## src/rtl/alu_issue_ctrl.sv

```systemverilog
// Issue controller for the two-phase 16-bit ALU: instruction FIFO,
// write-back scoreboard and one issue decision per two-cycle slot.
module alu_issue_ctrl #(
    parameter int DEPTH    = 4,
    parameter int WB_SLOTS = 2
) (
    input  logic                     clk,
    input  logic                     reset,
    input  logic                     flush,
    input  logic                     in_valid,
    output logic                     in_ready,
    input  logic [3:0]               in_rs1,
    input  logic [3:0]               in_rs2,
    input  logic [3:0]               in_rd,
    input  logic [3:0]               in_func,
    input  logic [7:0]               in_addr,
    output logic                     slot,
    output logic                     iss_valid,
    output logic [3:0]               iss_rs1,
    output logic [3:0]               iss_rs2,
    output logic [3:0]               iss_rd,
    output logic [3:0]               iss_func,
    output logic [7:0]               iss_addr,
    output logic [$clog2(DEPTH):0]   fifo_count,
    output logic                     busy,
    output logic                     err_func,
    output logic [15:0]              stall_cnt
);

    localparam int AW = $clog2(DEPTH);
    localparam int CW = AW + 1;

    typedef struct packed {
        logic [3:0] rs1;
        logic [3:0] rs2;
        logic [3:0] rd;
        logic [3:0] func;
        logic [7:0] addr;
    } instr_t;

    typedef enum logic {
        PH_SLOT = 1'b0,
        PH_EXEC = 1'b1
    } phase_e;

    phase_e phase_q;
    phase_e phase_d;

    instr_t          mem [DEPTH];
    instr_t          head;
    instr_t          iss_q;
    logic [AW-1:0]   wr_ptr;
    logic [AW-1:0]   rd_ptr;
    logic [CW-1:0]   count;

    logic [WB_SLOTS-1:0] sb_valid;
    logic [3:0]          sb_rd [WB_SLOTS];

    logic empty;
    logic push;
    logic pop;
    logic take;
    logic illegal;
    logic hazard;
    logic do_drop;
    logic do_stall;
    logic do_issue;

    // Phase sequencer: slot phase carries the issue decision
    always_ff @(posedge clk or posedge reset) begin
        if (reset) begin
            phase_q <= PH_SLOT;
        end else begin
            phase_q <= phase_d;
        end
    end

    always_comb begin
        phase_d = phase_q;
        unique case (phase_q)
            PH_SLOT: phase_d = PH_EXEC;
            PH_EXEC: phase_d = PH_SLOT;
        endcase
    end

    always_comb begin
        slot = (phase_q == PH_SLOT);
    end

    assign empty      = (count == '0);
    assign in_ready   = (count < CW'(DEPTH)) && !flush;
    assign push       = in_valid && in_ready;
    assign head       = mem[rd_ptr];
    assign illegal    = (head.func >= 4'd12);
    assign fifo_count = count;

    always_comb begin
        hazard = 1'b0;
        for (int i = 0; i < WB_SLOTS; i++) begin
            if (sb_valid[i] &&
                (sb_rd[i] == head.rs1 || sb_rd[i] == head.rs2)) begin
                hazard = 1'b1;
            end
        end
    end

    // Decision terms are mutually exclusive; drop outranks the hazard check
    assign take     = slot && !flush && !empty;
    assign do_drop  = take && illegal;
    assign do_stall = take && !illegal && hazard;
    assign do_issue = take && !illegal && !hazard;
    assign pop      = do_drop || do_issue;

    always_ff @(posedge clk) begin
        if (push) begin
            mem[wr_ptr] <= '{rs1: in_rs1, rs2: in_rs2, rd: in_rd,
                             func: in_func, addr: in_addr};
        end
    end

    always_ff @(posedge clk or posedge reset) begin
        if (reset) begin
            wr_ptr <= '0;
            rd_ptr <= '0;
            count  <= '0;
        end else if (flush) begin
            wr_ptr <= '0;
            rd_ptr <= '0;
            count  <= '0;
        end else begin
            if (push) begin
                wr_ptr <= wr_ptr + AW'(1);
            end
            if (pop) begin
                rd_ptr <= rd_ptr + AW'(1);
            end
            count <= count + CW'(push) - CW'(pop);
        end
    end

    // Scoreboard shifts once per slot; bubbles enter on every non-issue
    always_ff @(posedge clk or posedge reset) begin
        if (reset) begin
            sb_valid <= '0;
            for (int i = 0; i < WB_SLOTS; i++) begin
                sb_rd[i] <= '0;
            end
        end else if (flush) begin
            sb_valid <= '0;
        end else if (slot) begin
            for (int i = WB_SLOTS - 1; i >= 1; i--) begin
                sb_valid[i] <= sb_valid[i-1];
                sb_rd[i]    <= sb_rd[i-1];
            end
            sb_valid[0] <= do_issue;
            sb_rd[0]    <= head.rd;
        end
    end

    always_ff @(posedge clk or posedge reset) begin
        if (reset) begin
            iss_valid <= 1'b0;
            iss_q     <= '0;
        end else if (flush) begin
            iss_valid <= 1'b0;
        end else if (slot) begin
            iss_valid <= do_issue;
            if (do_issue) begin
                iss_q <= head;
            end
        end
    end

    always_ff @(posedge clk or posedge reset) begin
        if (reset) begin
            err_func  <= 1'b0;
            stall_cnt <= '0;
        end else begin
            if (do_drop) begin
                err_func <= 1'b1;
            end
            if (do_stall && stall_cnt != 16'hFFFF) begin
                stall_cnt <= stall_cnt + 16'd1;
            end
        end
    end

    assign iss_rs1  = iss_q.rs1;
    assign iss_rs2  = iss_q.rs2;
    assign iss_rd   = iss_q.rd;
    assign iss_func = iss_q.func;
    assign iss_addr = iss_q.addr;
    assign busy     = !empty || (|sb_valid) || iss_valid;

endmodule

```

## config.mk

```make
export PLATFORM = sky130hd
export DESIGN_NAME = alu_issue_ctrl
export DESIGN_NICKNAME = d
export VERILOG_FILES = /design/src/rtl/alu_issue_ctrl.sv
export SDC_FILE = /design/constraint.sdc
export NUM_CORES = 1
export LEC_CHECK = 0
export CAP_MARGIN = 20
export CORE_MARGIN = 5
export CORE_UTILIZATION = 55
export DETAILED_ROUTE_END_ITERATION = 6
export GPL_ROUTABILITY_DRIVEN = 0
export PLACE_DENSITY = 0.9
export SLEW_MARGIN = 25
export SYNTH_ARGS = -nofsm -noshare
export SYNTH_HDL_FRONTEND = slang
export SYNTH_SLANG_ARGS = --single-unit
```

## constraint.sdc

```tcl
create_clock -name clk -period 3.9 [get_ports clk]
set_input_delay 0.39 -clock clk [delete_from_list [all_inputs] [get_ports clk]]
set_output_delay 0.39 -clock clk [all_outputs]
set_load 0.005 [all_outputs]
```

* Word level (Yosys, flattened, before mapping)
Memories as Yosys holds them, arrays and structs flattened.
Index checks and enable logic that the tools add are counted.
** Word-level totals
- Register bits :: 60
- RAM bits :: 96
- Bits of input ports :: 28
- Output and inout bits :: 48
- Logic and storage cells :: 71
- Memories :: 1
** Memories
- mem :: words 4, bits a word 24, rd ports 1, clocked after Yosys merged registers in 0, write ports 1, RTL line 49 : instr_t mem [DEPTH];
** Cells by class
- Add/subtract/negate cells :: 5
- Order comparisons :: 2
- Eq/ne operators :: 6
- Muxes and demuxes :: 14
- Bitwise operators :: 2
- Reductions and logical operators :: 26
** Operators with widths (number)
- adder 16 x 1 -> 16 bit (second input constant) :: 1
- equality test 4 bit :: 4
- inequality test 16 bit (second input constant) :: 1
- 2-to-1 mux 2 bit :: 6
- logical AND 1 bit :: 11
- 2-to-1 mux 1 bit :: 6
- logical OR 1 bit :: 5
- adder 2 x 1 -> 2 bit (second input constant) :: 2
- greater-or-equal comparator 4 bit (second input constant) :: 1
- logical NOT 1 bit :: 4
- nonzero test 2 bit :: 2
- adder 3 x 1 -> 3 bit :: 1
- logical NOT 3 bit :: 1
- less-than comparator 3 bit (second input constant) :: 1
- 2-to-1 mux 3 bit :: 1
- AND reduction 3 bit :: 1
- subtractor 3 x 1 -> 3 bit :: 1
- inequality test 2 bit (second input constant) :: 1
- inverter 1 bit :: 2
- one-hot mux 1 bit (2 select lines) :: 1
- AND reduction 2 bit :: 1
- OR reduction 2 bit :: 1

* Logic depth before layout (Yosys ltp)
An unclocked memory read counts as a cell.
- Depth in word-level cells :: 11
- Gate-level depth with buffers :: 15
- Depth with buffers taken out :: 14

* Worst setup path after synthesis
Ideal clock, no wire load.
- Kind :: register to register
- From :: reg rd_ptr[0]
- To :: reg count[2] (netlist: fifo_count[2])
- Library setup time :: 0.130 ns
- Data arrival time :: 3.038 ns
- Data required time :: 3.770 ns
- Slack :: 0.731 ns
- Stages on the path, launching flop included :: 16
- Buffers on the path :: 1
- Clock period less this slack :: 3.169 ns
- Cell sequence :: dfrtp_1 > buf_6 > mux4_2 > xnor2_1 > nand4_1 > a21boi_2 > nor2_1 > o21ai_0 > inv_1 > ha_1 > inv_1 > ha_1 > inv_1 > fa_1 > xnor2_1 > nor2_1
** Between the ends
- Cells in the longest elaborated chain, start to end :: 11
- Elaborated cells between the ends (all ways) :: 20
- Those cells by class :: add/sub: 1; order compare: 1; eq/ne: 4; mux: 3; reduce/logical: 10; memory: 1
** Ends and longest elaborated chain
- from (decl) :: RTL line 53 : logic [AW-1:0] rd_ptr;
- from (signal assigned) :: RTL line 135 : rd_ptr <= rd_ptr + AW'(1);
- memory (4 x 24 bit) (*)
- equality test 4 bit :: RTL line 101 : (sb_rd[i] == head.rs1 || sb_rd[i] == head.rs2)) begin
- logical OR 1 bit :: RTL line 101
- logical AND 1 bit :: RTL line 100 : if (sb_valid[i] &&
- 2-to-1 mux 1 bit (2 in series) :: RTL line 100
- logical NOT 1 bit :: RTL line 111 : assign do_issue = take && !illegal && !hazard;
- logical AND 1 bit :: RTL line 111
- logical OR 1 bit (*) :: RTL line 112 : assign pop = do_drop || do_issue;
- subtractor 3 x 1 -> 3 bit (*) :: RTL line 137 : count <= count + CW'(push) - CW'(pop);
- 2-to-1 mux 3 bit (*) :: RTL line 126 : end else if (flush) begin
- to (signal assigned) :: RTL line 137
- to (decl) :: RTL line 54 : logic [CW-1:0] count;
Every way passes the cells marked *; elsewhere a longest branch is shown, timed or not.
A chain may end at the register's enable or synchronous reset.

* Final worst setup path
Same ends and word-level chain as after synthesis.

==> out/metrics.csv <==
metric,value,unit
Worst path most repeated cell,sky130_fd_sc_hd__inv_1,
post-CTS clock slew at the launch and capture registers of the worst setup and hold paths,60,ps
setup repair after global routing missed its margin,false,
IR Drop Worst-Case VDD,424.5,uV
via-per-instance ratio,5.708,
count of flip-flops with a built-in enable after synthesis,96,
placed cell count,570,
final period demand of the worst path,3615,ps
clock tree from TritonCTS,yes,
# DRC,0,
yosys warns,0,
Port-buffer cells,75,
net count after synthesis,386,
Final Hold Fails,0,
post-detailed-route wirelength per cell,21.62,um
sinks on the clock net,155,
Max transition margin,51.14,%
Syn Std Cell Area,6246,um2
Initial Util,55.41,%
largest net degree at the start of global routing,32,
total wire length after detailed routing,13.02,mm
sequential fraction of the synthesis area,69.79,%
setup violators final,0,
num ports,76,
all-layer global routing usage,21.55,%
area of the core,11270,um2
number of nets with antenna violations after routing,0,
ratio of cells with drive above 1 in the final layout,20.48,%
Lkg Pwr,2.948,nW
"flops & latches, synth",155,
hold buffers post-CTS,0,
wire length of the first global-routing pass,21.11,mm
portion of the clock cycle consumed by the worst path in the final layout,92.70,%
area growth from synthesis to final layout,25.14,%
Worst Clk Skew,7.833,ps
CTS H-tree depth,4,
cells traversed along the worst timing path,mux4_2 > xnor2_1 > nand4_1 > a21boi_2 > nor2_1 > o21ai_0 > inv_1 > ha_1 > inv_1 > ha_1 > inv_1 > fa_1 > xnor2_1 > nor2_1,
"Largest stage delay, worst path",660,ps
number of diodes added for antenna fixing,0,
result of the run,"complete, no violations",
count of standard-cell rows,39,
mean cell area of the mapped netlist,17.85,um2
Crit path required time,4180,ps
"FFs w/ async S/R, synth",38.06,%
count of distinct cell types in the synthesized netlist,36,
class of the worst hold path,primary input to async pin,
die boundary width,116.6,um
"critical path fanouts, max",13,
setup TNS after final layout,0,ps
Slew @ Worst Pin,732.8,ps
Setup Crit Path Kind,register to register,
pwr dens,640.5,nW/um2
max-cap violation count,0,
number of cells in the finished layout apart from fillers,602,
maximum clock rate,276.6,MHz
worst-skew pair later-pin latency,420,ps
Resized cells post-CTS,0,
number of DRC markers after the initial detailed-route iteration,252,
"Arr. time, crit path",3900,ps
vias in the first global route,3716,
met1 Usage GRT,28.36,%
type of destination of the critical path,register,
Gate Count Post-Synth,350,
first-pass iteration count of the detailed router,4,
antenna violations before repair,0,
chip height,116.6,um
Most Crowded Layer GR,met2,
Global Route met3 Usage,4.404,%
postcts setup bufs,0,
slowest library cell on the worst path,sky130_fd_sc_hd__dfrtp_2,
count of vias placed by the detailed router,3436,
Final HPWL DP,8.163,mm
Setup crit start kind,register,
most common flop cell mapped by yosys,sky130_fd_sc_hd__edfxtp_1,
clock root buffer,sky130_fd_sc_hd__clkbuf_16,
deepest clock path buffer count,2,
count of nets after finishing,482,
Pins Over Slew Limit,0,
full die area,13590,um2
routing usage on met2,34.71,%
total CTS buffers,17,
total congestion overflow,0,
-- flip-flops by register name (all words and copies together), names as in the netlist --
register	cells
err_func	1
fifo_count	3
iss_addr	8
iss_func	4
iss_rd	4
iss_rs1	4
iss_rs2	4
mem	96
phase_q	1
rd_ptr	2
sb_rd	8
sb_valid	2
stall_cnt	16
wr_ptr	2
-- logic make-up (layout without fill, tap and decap cells) --
group                      after synthesis  in the layout  share of synthesized area (%)
AOI/OAI and AO/OA                       10             10                          1.402
adders and majority gates                8              8                          1.723
xor gates and xnor gates                34             34                          4.768
muxes                                   59             59                          14.92
and+or+nand+nor                         64             64                          5.569
buffers and inverters                   20            129                          1.823
DFF                                    155            155                          69.79
-- synth_stat cells, drive strengths merged (2+ instances only) --
library cell	count	share of area [%]
edfxtp	96	46
dfrtp	59	24
mux2	33	5.9
mux4	24	8.7
nor2	21	1.4
xnor2	19	2.7
xor2	15	2.1
inv	10	0.60
nand2	9	0.54
nand3	8	0.64
nand4	8	0.80
ha	7	1.4
and3	6	0.60
buf	6	0.98
clkbuf	4	0.24
and2	3	0.30
a21boi	2	0.36
and4	2	0.28
mux2i	2	0.32
nor2b	2	0.20
nor3	2	0.34
o21ai	2	0.22
or3	2	0.20
-- placed cells by master, fill, tap and decap left out, types with 14 or more instances in the layout --
cell type                         netlist  layout
sky130_fd_sc_hd__clkbuf_16              0      17
sky130_fd_sc_hd__mux2_1                19      19
sky130_fd_sc_hd__mux2_2                14      14
sky130_fd_sc_hd__dfrtp_1               59      58
sky130_fd_sc_hd__mux4_2                24      24
sky130_fd_sc_hd__nor2_1                17      17
sky130_fd_sc_hd__xor2_1                15      15
sky130_fd_sc_hd__edfxtp_1              96      96
sky130_fd_sc_hd__xnor2_1               19      19
sky130_fd_sc_hd__clkdlybuf4s50_1        0      75
-- critical path: cells and delay by family, from the launching register on --
kind,cells,cell delay [ps]
compound gates,2,460
xor+xnor,2,380
fa+ha+maj,3,820
buf+inv,3,200
flops,1,660
mux,1,630
simple gates,3,320
-- report_power, final --
part | internal (mW) | switching (mW) | total (mW)
Clock | 1.10 | 0.631 | 1.73
Combinational | 0.653 | 0.410 | 1.06
Sequential | 2.00 | 0.212 | 2.21
-- cell type report --
| cell class | instances | area [um2] |
|---|---|---|
| clock buffers | 19 | 452.9 |
| clock inverters | 13 | 172.7 |
| fillers | 694 | 3456 |
| inverters | 10 | 37.54 |
| multi-input cells | 175 | 1773 |
| flip-flops and latches | 155 | 4360 |
| well taps | 143 | 178.9 |
| repair buffers | 87 | 840.8 |
-- per-layer routing --
layer  vias to the layer above  wire [um]
met1                      1769       5168
met5                         -          0
li1                       1511          -
met3                        19        796
met4                         0        297
met2                       137       6752
-- worst paths after layout --
path	from	endpoint	slack, ps	cells past startpoint
max in group asynchronous	reset	iss_addr[5]	2650	3
setup / recovery	rd_ptr[0]	fifo_count[2]	280	14
hold / removal	reset	iss_rd[1]	390	2
min in group clk	iss_addr[4]	iss_addr[4]	490	1
setup reg to reg	rd_ptr[0]	fifo_count[2]	280	14
hold reg to reg	iss_addr[4]	iss_addr[4]	490	1
-- per-stage QoR --
| step | area (um2) | setup WS [ps] | total power, mW | util [%] | hold slack, ps |
|---|---|---|---|---|---|
| 6_report | 7816 | 284.5 | 5.006 | 69.34 | 394.4 |
| 5_1_grt | 7816 | 58.99 | 5.230 | 69.34 | 469.4 |
| 4_1_cts | 7816 | 268.0 | 5.054 | 69.34 | 412.9 |
| 3_5_place_dp | 7191 | 382.8 | 3.293 | 63.79 | 482.7 |
| 3_3_place_gp | 7191 | 538.0 | 3.237 | 63.79 | 467.7 |
| 2_1_floorplan | 6246 | 731.4 | 2.740 | - | 451.0 |
Note: power is estimated with default switching activity, not from simulation.
